<file path="config.mk">
export PLATFORM = sky130hd
export DESIGN_NAME = inst_loop_gen
export DESIGN_NICKNAME = d
export VERILOG_FILES = /design/src/rtl/inst_pkg.sv /design/src/rtl/loop_cnt.sv /design/src/rtl/inst_loop_gen.sv
export SDC_FILE = /design/constraint.sdc
export NUM_CORES = 1
export LEC_CHECK = 0
export CAP_MARGIN = 40
export CORE_UTILIZATION = 55
export CTS_BUF_LIST = sky130_fd_sc_hd__clkbuf_4
export DETAILED_ROUTE_END_ITERATION = 8
export GPL_ROUTABILITY_DRIVEN = 0
export PLACE_DENSITY = 0.83
export SKIP_LAST_GASP = 1
export SLEW_MARGIN = 20
export SYNTH_ARGS = -nofsm -noshare
export SYNTH_HDL_FRONTEND = slang
export SYNTH_SLANG_ARGS = --single-unit
</file>
<file path="constraint.sdc">
create_clock -name clk -period 5.5 [get_ports clk]
set_clock_uncertainty 0.1 [all_clocks]
set_input_delay 1.65 -clock clk [delete_from_list [all_inputs] [get_ports clk]]
set_output_delay 1.65 -clock clk [all_outputs]
set_load 0.005 [all_outputs]
</file>
<file path="src/rtl/inst_pkg.sv">
// Shared field map and FSM encoding for the instruction loop generator.
package inst_pkg;

   localparam int IRW        = 30;
   localparam int WORD_IN    = 0;
   localparam int WORD_OUT   = 1;
   localparam int WORD_BASE  = 2;

   localparam int CNT_LSB    = 16;
   localparam int CNT_W      = 14;
   localparam int STRIDE_LSB = 0;
   localparam int BASE_LSB   = 0;
   localparam int RFU_LSB    = 16;
   localparam int RFU_W      = 14;

   typedef enum logic [1:0] {
      ST_IDLE = 2'd0,
      ST_RUN  = 2'd1,
      ST_DONE = 2'd2
   } state_e;

endpackage

</file>
<file path="src/rtl/loop_cnt.sv">
// One level of the address loop: counts 0..limit and flags when the next step wraps.
module loop_cnt
   import inst_pkg::*;
#(
   parameter int W = CNT_W
) (
   input  logic         clk,
   input  logic         rst,
   input  logic         load_i,
   input  logic         step_i,
   input  logic [W-1:0] limit_i,
   output logic         wrap_o,
   output logic         nextAtLimit_o
);

   logic [W-1:0] cnt_q;
   logic [W-1:0] cnt_d;

   assign wrap_o        = (cnt_q == limit_i);
   assign cnt_d         = wrap_o ? '0 : cnt_q + 1'b1;
   assign nextAtLimit_o = (cnt_d == limit_i);

   always_ff @(posedge clk or posedge rst) begin
      if (rst) begin
         cnt_q <= '0;
      end else if (load_i) begin
         cnt_q <= '0;
      end else if (step_i) begin
         cnt_q <= cnt_d;
      end
   end

endmodule

</file>
<file path="src/rtl/inst_loop_gen.sv">
// Two-level strided address generator driven by a snapshot of the local instruction words.
// Optional stall counter output enabled by defining INST_LOOP_PERF_EN.
module inst_loop_gen
   import inst_pkg::*;
#(
   parameter int IN  = 3,
   parameter int IRW = inst_pkg::IRW,
   parameter int IPW = IRW * IN,
   parameter int AW  = 16
) (
   input  logic           clk,
   input  logic           rst,
   input  logic [IPW-1:0] local_inst,
   input  logic           start_valid,
   output logic           start_ready,
   output logic [AW-1:0]  addr_data,
   output logic           addr_last,
   output logic           addr_valid,
   input  logic           addr_ready,
`ifdef INST_LOOP_PERF_EN
   output logic [31:0]    stall_cnt,
`endif
   output logic           busy,
   output logic           done
);

   state_e            state_q;
   logic [CNT_W-1:0]  inCnt_q;
   logic [CNT_W-1:0]  outCnt_q;
   logic [AW-1:0]     inStride_q;
   logic [AW-1:0]     outStride_q;
   logic [AW-1:0]     row_q;
   logic [AW-1:0]     addr_q;
   logic              valid_q;
   logic              last_q;

   logic [IRW-1:0]    word0;
   logic [IRW-1:0]    word1;
   logic [IRW-1:0]    word2;
   logic [CNT_W-1:0]  fieldInCnt;
   logic [CNT_W-1:0]  fieldOutCnt;
   logic [AW-1:0]     fieldBase;
   logic              unusedRfu;

   logic              startFire;
   logic              beatFire;
   logic              innerStep;
   logic              outerStep;
   logic              iWrap;
   logic              iNextAtLimit;
   logic              jWrap;
   logic              jNextAtLimit;
   logic [AW-1:0]     row_d;
   logic [AW-1:0]     addrStep_d;
   logic              last_d;

   assign word0       = local_inst[IRW*WORD_IN   +: IRW];
   assign word1       = local_inst[IRW*WORD_OUT  +: IRW];
   assign word2       = local_inst[IRW*WORD_BASE +: IRW];
   assign fieldInCnt  = word0[CNT_LSB +: CNT_W];
   assign fieldOutCnt = word1[CNT_LSB +: CNT_W];
   assign fieldBase   = word2[BASE_LSB +: AW];
   assign unusedRfu   = ^word2[RFU_LSB +: RFU_W];

   assign startFire = (state_q == ST_IDLE) && start_valid;
   assign beatFire  = valid_q && addr_ready;
   assign innerStep = beatFire && !last_q;
   assign outerStep = innerStep && iWrap;

   loop_cnt #(.W(CNT_W)) u_inner (
      .clk           (clk),
      .rst           (rst),
      .load_i        (startFire),
      .step_i        (innerStep),
      .limit_i       (inCnt_q),
      .wrap_o        (iWrap),
      .nextAtLimit_o (iNextAtLimit)
   );

   loop_cnt #(.W(CNT_W)) u_outer (
      .clk           (clk),
      .rst           (rst),
      .load_i        (startFire),
      .step_i        (outerStep),
      .limit_i       (outCnt_q),
      .wrap_o        (jWrap),
      .nextAtLimit_o (jNextAtLimit)
   );

   // The beat after this one is last when the inner index lands on its limit
   // and the outer index is (or is about to become) its limit.
   assign row_d      = row_q + outStride_q;
   assign addrStep_d = addr_q + inStride_q;
   assign last_d     = iNextAtLimit && (iWrap ? jNextAtLimit : jWrap);

   always_ff @(posedge clk or posedge rst) begin
      if (rst) begin
         state_q     <= ST_IDLE;
         inCnt_q     <= '0;
         outCnt_q    <= '0;
         inStride_q  <= '0;
         outStride_q <= '0;
         row_q       <= '0;
         addr_q      <= '0;
         valid_q     <= 1'b0;
         last_q      <= 1'b0;
      end else begin
         case (state_q)
            ST_IDLE: begin
               if (start_valid) begin
                  inCnt_q     <= fieldInCnt;
                  outCnt_q    <= fieldOutCnt;
                  inStride_q  <= word0[STRIDE_LSB +: AW];
                  outStride_q <= word1[STRIDE_LSB +: AW];
                  row_q       <= fieldBase;
                  addr_q      <= fieldBase;
                  valid_q     <= 1'b1;
                  last_q      <= (fieldInCnt == '0) && (fieldOutCnt == '0);
                  state_q     <= ST_RUN;
               end
            end
            ST_RUN: begin
               if (beatFire) begin
                  if (last_q) begin
                     valid_q <= 1'b0;
                     last_q  <= 1'b0;
                     state_q <= ST_DONE;
                  end else begin
                     if (iWrap) begin
                        row_q  <= row_d;
                        addr_q <= row_d;
                     end else begin
                        addr_q <= addrStep_d;
                     end
                     last_q <= last_d;
                  end
               end
            end
            ST_DONE: begin
               state_q <= ST_IDLE;
            end
            default: begin
               state_q <= ST_IDLE;
            end
         endcase
      end
   end

`ifdef INST_LOOP_PERF_EN
   logic [31:0] stallCnt_q;

   always_ff @(posedge clk or posedge rst) begin
      if (rst) begin
         stallCnt_q <= '0;
      end else if (startFire) begin
         stallCnt_q <= '0;
      end else if (valid_q && !addr_ready && (stallCnt_q != '1)) begin
         stallCnt_q <= stallCnt_q + 32'd1;
      end
   end

   assign stall_cnt = stallCnt_q;
`endif

   assign start_ready = (state_q == ST_IDLE);
   assign busy        = (state_q != ST_IDLE);
   assign done        = (state_q == ST_DONE);
   assign addr_data   = addr_q;
   assign addr_last   = last_q;
   assign addr_valid  = valid_q;

endmodule

</file>
## Word-level counts from Yosys, hierarchy flattened

Cells that the tools add are included.

| cells by class | value |
|---|---|
| add/sub/neg operators | 4 |
| eq/ne operators | 11 |
| multiplexer cells | 28 |
| reduce and logical (&&, ||, !) cells | 20 |

Operators by type and width:

| operator | count |
|---|---|
| $mux W16 | 7 |
| $mux W14 | 6 |
| $pmux W16 S2 | 2 |
| $eq A14 B14 Y1 | 4 |
| $add A16 B16 Y16 | 2 |
| $add A14 B1 Y14 const B | 2 |
| $logic_not A14 Y1 | 2 |
| $ne A2 B2 Y1 const B | 5 |
| $reduce_and A4 Y1 | 2 |
| $reduce_bool A2 Y1 | 4 |
| $mux W1 | 7 |
| $logic_and A1 B1 Y1 | 6 |
| $mux W2 | 3 |
| $reduce_and A3 Y1 | 2 |
| $reduce_and A5 Y1 | 1 |
| $pmux W1 S2 | 2 |
| $pmux W2 S2 | 1 |
| $eq A2 B1 Y1 const B | 1 |
| $eq A2 B2 Y1 const B | 1 |
| $logic_not A2 Y1 | 1 |
| $reduce_and A2 Y1 | 1 |
| $logic_not A1 Y1 | 1 |

| storage, ports and cells | value |
|---|---|
| register bits after elaboration | 124 |

## Logic depth before layout (Yosys ltp)

Gate-level depths: netlist (run 1).

| logic depth | value |
|---|---|
| depth in word-level cells | 8 |
| mapped depth | 12 |
| mapped depth without buffers | 11 |

## By module

Synthesis (run 1) repeated with hierarchy kept, for this count alone.

| second synthesis, totals | value |
|---|---|
| cells, all modules | 927 |
| area, all modules | 8702.1 um2 |

Modules (own cells, without submodules):

| module | times used | cells each | area each (um2) | seq. area each (um2) |
|---|---|---|---|---|
| inst_loop_gen | 1 | 577 | 5846.9 | 2402.3 |
| loop_cnt | 2 | 175 | 1427.6 | 350.3 |

## Least setup slack after synthesis (run 1)

Ideal clock, no wire load.

| timing path | value |
|---|---|
| path type | input port to flip-flop |
| from | input start_valid |
| to | register row_q[0] |
| arrival | 2846 ps |
| data required time | 5262 ps |
| path slack | 2416 ps |
| stages on the path | 6 |
| path buffers | 2 |
| cells stage by stage | and2_0 > o21ai_1 > nor2_1 > clkbuf_1 > clkbuf_1 > a31oi_1 |

| on the way | value |
|---|---|
| longest elaborated chain between the ends | 2 |

Ends and longest elaborated chain:

| what | RTL line | source |
|---|---|---|
| from (decl) | inst_loop_gen.sv:14 | `input logic start_valid,` |
| $ne A2 B2 Y1 (no line) | - |  |
| $reduce_and A5 Y1 (no line) | - |  |
| to (signal assigned) | inst_loop_gen.sv:115 | `row_q <= fieldBase;` |
| to (signal assigned) | inst_loop_gen.sv:130 | `row_q <= row_d;` |
| to (decl) | inst_loop_gen.sv:32 | `logic [AW-1:0] row_q;` |

No other way between the ends.
A chain may end at the register's enable or synchronous reset.

## Worst setup path in the final report (run 1)

| timing path | value |
|---|---|
| from | input start_valid |
| to | register last_q, in the netlist addr_last |

| on the way | value |
|---|---|
| longest elaborated chain between the ends | 2 |

Ends and longest elaborated chain:

| what | RTL line | source |
|---|---|---|
| $ne A2 B2 Y1 (no line) | - |  |
| $reduce_and A3 Y1 (no line) | - |  |
| to (signal assigned) | inst_loop_gen.sv:118 | `last_q <= (fieldInCnt == '0) && (fieldOutCnt == '0);` |
| to (signal assigned) | inst_loop_gen.sv:135 | `last_q <= last_d;` |
| to (decl) | inst_loop_gen.sv:35 | `logic last_q;` |

No other way between the ends.

==> results of run 1 <==
[logic make-up after synthesis]
kind of cell / count (synthesis) / synth area share, %
buffers and inverters: 68 / 3.62
multiplexers: 15 / 1.91
flip-flops: 124 / 37.2
AO/OA/AOI/OAI: 211 / 15.9
XOR/XNOR: 82 / 9.50
AND/OR/NAND/NOR: 485 / 26.6
adder cells (fa/ha/maj): 34 / 5.29
[power breakdown]
group | switching (mW) | internal (mW)
sequential | 0.299 | 1.19
clock | 0.356 | 0.405
combinational | 1.19 | 1.12
total | 1.85 | 2.72
[critical path, cell delays in order]
cell	delay [ps]
clkdlybuf4s50_1	490
and2_2	500
o21ai_1	190
buf_4	240
a211oi_1	210
nand4_1	130
or4_1	410
o31ai_1	200
[layout by cell type, fill, tap and decap left out, types with 8 or more instances in the layout]
master / Yosys / layout
a21oi_1: 55 / 55
a31oi_1: 17 / 17
and3_1: 12 / 12
buf_4: 3 / 11
clkbuf_4: 0 / 18
clkdlybuf4s50_1: 0 / 100
dfrtp_1: 124 / 124
ha_1: 32 / 32
inv_1: 18 / 17
mux2i_1: 8 / 8
nand2_1: 261 / 260
nand3_1: 21 / 21
nand4_1: 8 / 8
nor2_1: 86 / 86
nor3_1: 31 / 31
nor4_1: 9 / 9
o21a_1: 11 / 11
o21ai_0: 57 / 57
o31ai_1: 8 / 8
or3_1: 8 / 8
xnor2_1: 51 / 51
xor2_1: 26 / 26
[worst paths after layout]
path	start	slack (ps)	to	cells past startpoint
max in group asynchronous	rst	3560	inCnt_q[9]$_DFFE_PP0P_	3
worst min register to register	inStride_q[12]$_DFFE_PP0P_	390	inStride_q[12]$_DFFE_PP0P_	2
min in group asynchronous	rst	1390	outStride_q[11]$_DFFE_PP0P_	3
worst max register to register	u_outer.cnt_q[0]$_DFFE_PP0P_	2140	addr_last$_DFFE_PP0P_	9
worst max-delay path	start_valid	1850	addr_last$_DFFE_PP0P_	8
worst min-delay path	inStride_q[12]$_DFFE_PP0P_	390	inStride_q[12]$_DFFE_PP0P_	2
[per-layer routing]
layer / share of wire, % / up-vias / global-route usage (%)
met5: 0 / - / 0
met4: 2.1 / 0 / 10.3
met3: 5.3 / 41 / 5.69
met2: 47 / 221 / 44.7
met1: 46 / 3633 / 38.4
li1: - / 3725 / -
[per-stage QoR]
step / utilization [%] / area (µm²) / instances
after floorplan: - / 8330 / 1019
after global placement: 64.5 / 9440 / 1264
after detailed placement: 64.5 / 9450 / 1265
after CTS: 66.8 / 9780 / 1297
after global routing: 67.1 / 9820 / 1300
final: 67.1 / 9820 / 1300
[sequential cells by signal, indices dropped and copies added, names as in the netlist, 2 cells and up]
| signal | count |
|---|---|
| inStride_q | 16 |
| u_outer.cnt_q | 14 |
| addr_data | 16 |
| outCnt_q | 14 |
| u_inner.cnt_q | 14 |
| inCnt_q | 14 |
| outStride_q | 16 |
| state_q | 2 |
| row_q | 16 |
[layout make-up]
| class | instances | area share [%] |
|---|---|---|
| Clock inverter | 14 | 2.04 |
| Antenna cell | 1 | 0.0255 |
| Timing Repair Buffer | 114 | 11.6 |
| Sequential cell | 124 | 31.6 |
| Tap cell | 184 | 2.34 |
| Clock buffer | 18 | 1.38 |
| Multi-Input combinational cell | 827 | 50.3 |
| Inverter | 18 | 0.713 |
==> results.cfg, run 1 <==
[outcome]
status = finished with violations
violations = DRC

[logic_synthesis]
syn_avg_cell_area_um2 = 8.18
syn_nets = 1147
async_flop_share_pct = 100
synth_cell_types = 74
synth_edf_count = 0
synth.area.top_cells = dfrtp_1 37%, nand2_1 12%, xnor2_1 5.4%, ha_1 4.8%, nor2_1 3.9%
synthTopCellsByCount = 261 x nand2_1, 124 x dfrtp_1, 86 x nor2_1
ys_ff_latch = 124
yosysTopAreaCell = dfrtp_1
synth_most_common_cell = nand2_1
ys_warn_count = 0
yosysTopAreaCellShare_pct = 37.2
synth_cells = 1019
yosysSeqAreaShare_pct = 37.2
ys.flop_type = dfrtp_1
synthesis.area_um2 = 8330

[timing]
period_share_pct = 66.3
fin_crit_ps = 3650
slew_violations = 0
setup_tns_ps = 0
finalSetupViolCount = 0
holdWs_ps = 391
fin_ws_ps = 1850
max_slew_margin_pct = 46.0
max_freq_mhz = 274
rsz0062_at_grt = false
tightest_slew_ps = 807
finalHoldViolations = 0

[drt]
drt_iter0_markers = 633
ant_nets = 0
dr_total_vias = 7620
remaining_drc_errors = 16
wire_per_inst_um = 16.1
routed_wl_um = 20900
drt-vias-per-instance = 5.86
drt_first_pass_iters = 7

[pwr]
power.total_mw = 4.56
cellLeakagePower_nw = 4.40
irDropWorstVdd_v = 0.000305
power_density_nw_per_um2 = 465

[global_routing]
grt_pass1_vias = 7312
grt_usage_pct = 28.2
grt_pass1_wl_um = 35500
grt_max_degree = 68
antenna_found_initial = 1
gr-total-overflow = 0

[clock_network]
clkTransAtPathRegs_ps = 100
cts_buffers = 17
cts_tree = built
cts_resized = 0
clock_latency_ps = 580
cts_root_buffer = clkbuf_4
post_cts_buffers = 0
ctsHoldBuffers = 0
htreeDepth = 4
clockBufferDepth = 2
clock_sinks = 124

[floorplan]
row_count = 44
core-area_um2 = 14600
dieArea_um2 = 15600
die_y_um = 125
start_util_pct = 56.9
pin_count = 115
die_w_um = 125

[placement]
pre_cts_slack_ps = 1210
place_hpwl_um = 15200
io_buffers = 100

[finish]
multi_input_area_um2 = 4940
area_growth_pct = 17.9
nets = 1230
layout.area.seq_um2 = 3100
drive_gt1_share_pct = 5.74
fillers = 1229

[critical_path]
critPathCaptureType = flip-flop
crit_path_max_fanout = 27
cp_data_arrival_time_ps = 4020
critical_path_required_ps = 5880
start_kind = primary input
crit_type = in -> reg

[flow_run]
max-cap-violations = 0

[min_path]
hold_path.class = reg -> reg
Note: power is estimated with default switching activity, not from simulation.
==> inputs of run 2 (changes only) <==
- clock period: 5.5 -> 3.8 ns (I/O delays scaled with it)
==> run 2 against run 1 <==
The flow still finishes with violations (DRC). Sequential share of layout area about the same. Sequential power increased by 44%. Non-clock buffer count increased by 3. Worst setup slack got worse by 1400 ps. Critical path depth increased by 1. First-iteration DRC count increased by 16%. Hold slack improved by 1.7 ps. Cell count increased by 0.23%. Routed wire length decreased by 0.35%. Global-route usage decreased by 0.49 points. Largest cell class unchanged.
==> results.cfg, run 2 (synthesis results as in run 1) <==
[clock_network]
htreeDepth = 4
ctsHoldBuffers = 0
clockBufferDepth = 2
cts_buffers = 17
post_cts_buffers = 0
cts_root_buffer = clkbuf_4
clkTransAtPathRegs_ps = 120
clock_sinks = 124
cts_resized = 0
clock_latency_ps = 570
cts_tree = built

[global_routing]
grt_usage_pct = 27.7
gr-total-overflow = 0
grt_pass1_vias = 7190
grt_max_degree = 125
grt_pass1_wl_um = 35000
antenna_found_initial = 1

[drt]
ant_nets = 0
wire_per_inst_um = 16.0
remaining_drc_errors = 16
routed_wl_um = 20800
dr_total_vias = 7653
drt_first_pass_iters = 8
drt-vias-per-instance = 5.87
drt_iter0_markers = 736

[timing]
fin_ws_ps = 445
holdWs_ps = 393
max_slew_margin_pct = 49.0
finalHoldViolations = 0
rsz0062_at_grt = false
finalSetupViolCount = 0
setup_tns_ps = 0
max_freq_mhz = 298
period_share_pct = 88.3
slew_violations = 0
fin_crit_ps = 3350
tightest_slew_ps = 764

[floorplan]
die_y_um = 125
die_w_um = 125
dieArea_um2 = 15600
start_util_pct = 56.9
row_count = 44
pin_count = 115
core-area_um2 = 14600

[critical_path]
crit_type = reg -> reg
cp_data_arrival_time_ps = 3720
worstPathBufferInverterCount = 0
crit_chain = ha_1, and3_1, a221oi_1, o2111ai_1, and3_1, a311oi_1, mux2i_1, nor2_1, a221oi_1
critical_path_required_ps = 4160
slowest_stage = a221oi_1
critPathCaptureType = flip-flop
start_kind = flip-flop
critPathTopFamily = compound AO/OA/AOI/OAI gates
crit_path_max_fanout = 5
max_stage_delay_ps = 650
reg2reg_slack_ps = 450

[finish]
nets = 1233
layout_commonest_cell = nand2_1
fillers = 1204
multi_input_area_um2 = 4940
drive_gt1_share_pct = 6.08
area_growth_pct = 17.7
layout.area.seq_um2 = 3100
instances_no_fill = 1303
final_cell_area_um2 = 9810
final_cell_mix = 260 x nand2_1, 124 x dfrtp_1, 100 x clkdlybuf4s50_1, 86 x nor2_1, 57 x o21ai_0
fin_util_pct = 67.0

[outcome]
status = finished with violations
violations = DRC

[min_path]
hold_path.class = reg -> reg

[placement]
dp_cells = 1270
pre_cts_slack_ps = 533
place_hpwl_um = 15000
io_buffers = 100
post_dp_cell_area_um2 = 9490

[flow_run]
max-cap-violations = 0

[pwr]
irDropWorstVdd_v = 0.000374
cellLeakagePower_nw = 4.38
power.total_mw = 6.54
power_density_nw_per_um2 = 667
-- run 2: cell count changes in the layout (fill, tap and decap cells not counted), sizes merged --
cell	previous run	this run
clkinvlp	0	5
bufinv	5	4
clkinv	9	5
inv	18	17
clkbuf	18	19
buf	14	17
-- run 2: layer usage --
layer | global-route usage, % | vias to the layer above | wire (µm)
li1 | - | 3741 | -
met5 | 0 | - | 0
met4 | 11.2 | 0 | 509
met2 | 43.9 | 244 | 9630
met3 | 5.05 | 43 | 1130
met1 | 37.7 | 3625 | 9560
-- run 2: worst reg2reg max path, cell delays in order (launching register included) --
cell and delay (ps):
dfrtp_1 400, ha_1 350, and3_1 200, a221oi_1 650, o2111ai_1 270, and3_1 200
a311oi_1 420, mux2i_1 320, nor2_1 80, a221oi_1 260
-- run 2: power by group --
part           internal [mW]  switching, mW  total, mW
Sequential              1.72          0.426       2.15
Combinational           1.62           1.72       3.34
Clock                  0.528          0.524       1.05
Total                   3.87           2.67       6.54
-- run 2: area by class of cell --
class	count	area share (%)
antenna	1	0.0255
clock buffer	19	1.45
clock inverter	13	1.77
inverter	18	0.727
multi-input combinational	827	50.4
sequential	124	31.6
tap	184	2.35
timing repair buffer	117	11.6
-- run 2: path summary, 6_finish.rpt --
kind / start / to / cells after the start
worst min register to register: inStride_q[0]$_DFFE_PP0P_ / inStride_q[0]$_DFFE_PP0P_ / 2
min in group asynchronous: rst / outStride_q[11]$_DFFE_PP0P_ / 3
worst min-delay path: inStride_q[0]$_DFFE_PP0P_ / inStride_q[0]$_DFFE_PP0P_ / 2
max in group asynchronous: rst / inCnt_q[7]$_DFFE_PP0P_ / 3
worst max-delay path: outStride_q[3]$_DFFE_PP0P_ / addr_data[15]$_DFFE_PP0P_ / 9
worst max register to register: outStride_q[3]$_DFFE_PP0P_ / addr_data[15]$_DFFE_PP0P_ / 9
==> inputs of run 3 (changes only) <==
- CORE_UTILIZATION: 55 -> 25
- GPL_TIMING_DRIVEN: unset -> 0
- HOLD_SLACK_MARGIN: unset -> 0.02
- PLACE_DENSITY: 0.83 -> 0.46
==> run 3 against run 2 <==
Clock-buffer cell count shrank 2. Sequential power barely moved. Cell count rose by 23%. Critical path depth grew 3. Highest routed layer unchanged. Combinational power up 3%. Final area is 4.7% higher. The run now ends clean. Sequential share of layout area shrank 1.4 points. Critical endpoint is now u_inner.cnt_q[11]$_DFFE_PP0P_. Total power rose by 0.44%.
==> results.cfg, run 3 (synthesis results as in run 1) <==
[outcome]
status = completed

[clock_network]
cts_tree = built
cts_root_buffer = clkbuf_4
clkTransAtPathRegs_ps = 140
clock_sinks = 124
clock_latency_ps = 600
cts_buffers = 17
htreeDepth = 4
post_cts_buffers = 0
clockBufferDepth = 2

[pwr]
netSwitchingPower_mw = 2.87
cellLeakagePower_nw = 4.45
sw_frac_of_total_pct = 43.7
power.share.sequential_pct = 32.8
clockPowerShare_pct = 15.1
irDropWorstVdd_v = 0.000306
internal_power_mw = 3.70
power_density_nw_per_um2 = 640
combPwrFrac_pct = 52.1

[finish]
fin_util_pct = 31.4
final_cell_mix = 261 x nand2_1, 124 x dfrtp_1, 100 x clkdlybuf4s50_1, 86 x nor2_1, 57 x o21ai_0
nets = 1272
area_growth_pct = 23.2
layout_commonest_cell = nand2_1
drive_gt1_share_pct = 6.48

[critical_path]
critPathCaptureType = flip-flop
cp_data_arrival_time_ps = 3900
critical_path_required_ps = 4140
start_kind = flip-flop
crit_type = reg -> reg
crit_path_max_fanout = 10

[drt]
routed_wl_um = 27400
ant_nets = 0
drt_first_pass_iters = 5
remaining_drc_errors = 0
drt-vias-per-instance = 4.75
wire_per_inst_um = 17.1
dr_total_vias = 7605
drt_iter0_markers = 353

[timing]
setup_tns_ps = 0
tightest_slew_ps = 770
finalSetupViolCount = 0
fin_crit_ps = 3560
max_slew_margin_pct = 48.5
slew_violations = 0
period_share_pct = 93.8
max_freq_mhz = 281
finalHoldViolations = 0
holdWs_ps = 396
rsz0062_at_grt = false

[floorplan]
dieArea_um2 = 34100
start_util_pct = 25.5
core-area_um2 = 32700
pin_count = 115
row_count = 66
die_y_um = 185
die_w_um = 185

[min_path]
hold_path.class = reg -> reg

[global_routing]
gr-total-overflow = 0
grt_usage_pct = 16.6
antenna_found_initial = 1
grt_max_degree = 32
grt_pass1_vias = 7487
grt_pass1_wl_um = 42500

[placement]
io_buffers = 100
place_hpwl_um = 21200

[flow_run]
max-cap-violations = 0
[run 3: final timing paths]
path | from | endpoint | slack [ps] | depth (start not counted)
max in group asynchronous | rst | u_inner.cnt_q[10]$_DFFE_PP0P_ | 1860 | 5
max reg2reg | u_inner.cnt_q[9]$_DFFE_PP0P_ | u_inner.cnt_q[11]$_DFFE_PP0P_ | 240 | 12
max | u_inner.cnt_q[9]$_DFFE_PP0P_ | u_inner.cnt_q[11]$_DFFE_PP0P_ | 240 | 12
min in group asynchronous | rst | outStride_q[6]$_DFFE_PP0P_ | 780 | 2
min reg2reg | inStride_q[13]$_DFFE_PP0P_ | inStride_q[13]$_DFFE_PP0P_ | 400 | 2
min | inStride_q[13]$_DFFE_PP0P_ | inStride_q[13]$_DFFE_PP0P_ | 400 | 2
[run 3: repair_timing]
item | CTS | global route
resized for setup | 0 | 2
setup endpoints to repair | 0 | 9
hold buffers | 0 | 0
[run 3: power by group through the flow]
| stage | clock network, mW | registers (mW) | logic, mW |
|---|---|---|---|
| final | 0.989 | 2.16 | 3.43 |
| after CTS | 1.02 | 2.17 | 3.44 |
| after global routing | 1.07 | 2.22 | 3.85 |
| after global placement | 0 | 2.19 | 3.37 |
| after detailed placement | 0 | 2.19 | 3.42 |
| after floorplan | 0 | 2.03 | 2.55 |
[run 3: final cells by class]
| class | instances | area [µm²] |
|---|---|---|
| fillers | 3557 | 22400 |
| multi-input cells | 827 | 4930 |
| flip-flops and latches | 124 | 3100 |
| repair buffers | 106 | 1090 |
| well taps | 442 | 553 |
| plain buffers | 50 | 235 |
| clock inverters | 15 | 151 |
| clock buffers | 17 | 128 |
| inverters | 18 | 71.3 |
| diodes | 1 | 2.50 |
[run 3: per-stage QoR]
stage | std cells | total power, mW | area, µm² | setup WS [ps]
2_1_floorplan | 1019 | 4.58 | 8340 | 974
3_3_place_gp | 1561 | 5.56 | 9890 | -409
3_5_place_dp | 1567 | 5.60 | 9980 | 3.86
4_1_cts | 1599 | 6.62 | 10300 | 86.6
5_1_grt | 1600 | 7.14 | 10300 | 7.03
6_report | 1600 | 6.57 | 10300 | 236
[run 3: routing by layer]
layer | track usage (%) | vias to the layer above | part of all wire, %
li1 | - | 3820 | -
met1 | 22.5 | 3589 | 49
met2 | 26.5 | 158 | 46
met3 | 2.33 | 38 | 3.0
met4 | 6.20 | 0 | 2.2
met5 | 0 | - | 0
[run 3: critical path, stage by stage, from the launching register on]
cell	delay (ps)
dfrtp_1	350
clkbuf_1	320
xnor2_1	170
nand4_1	150
nor4_2	590
buf_2	370
buf_2	340
buf_2	420
nor2_1	280
nand2_1	130
nor2_1	50
a21oi_1	120
nor2_1	50
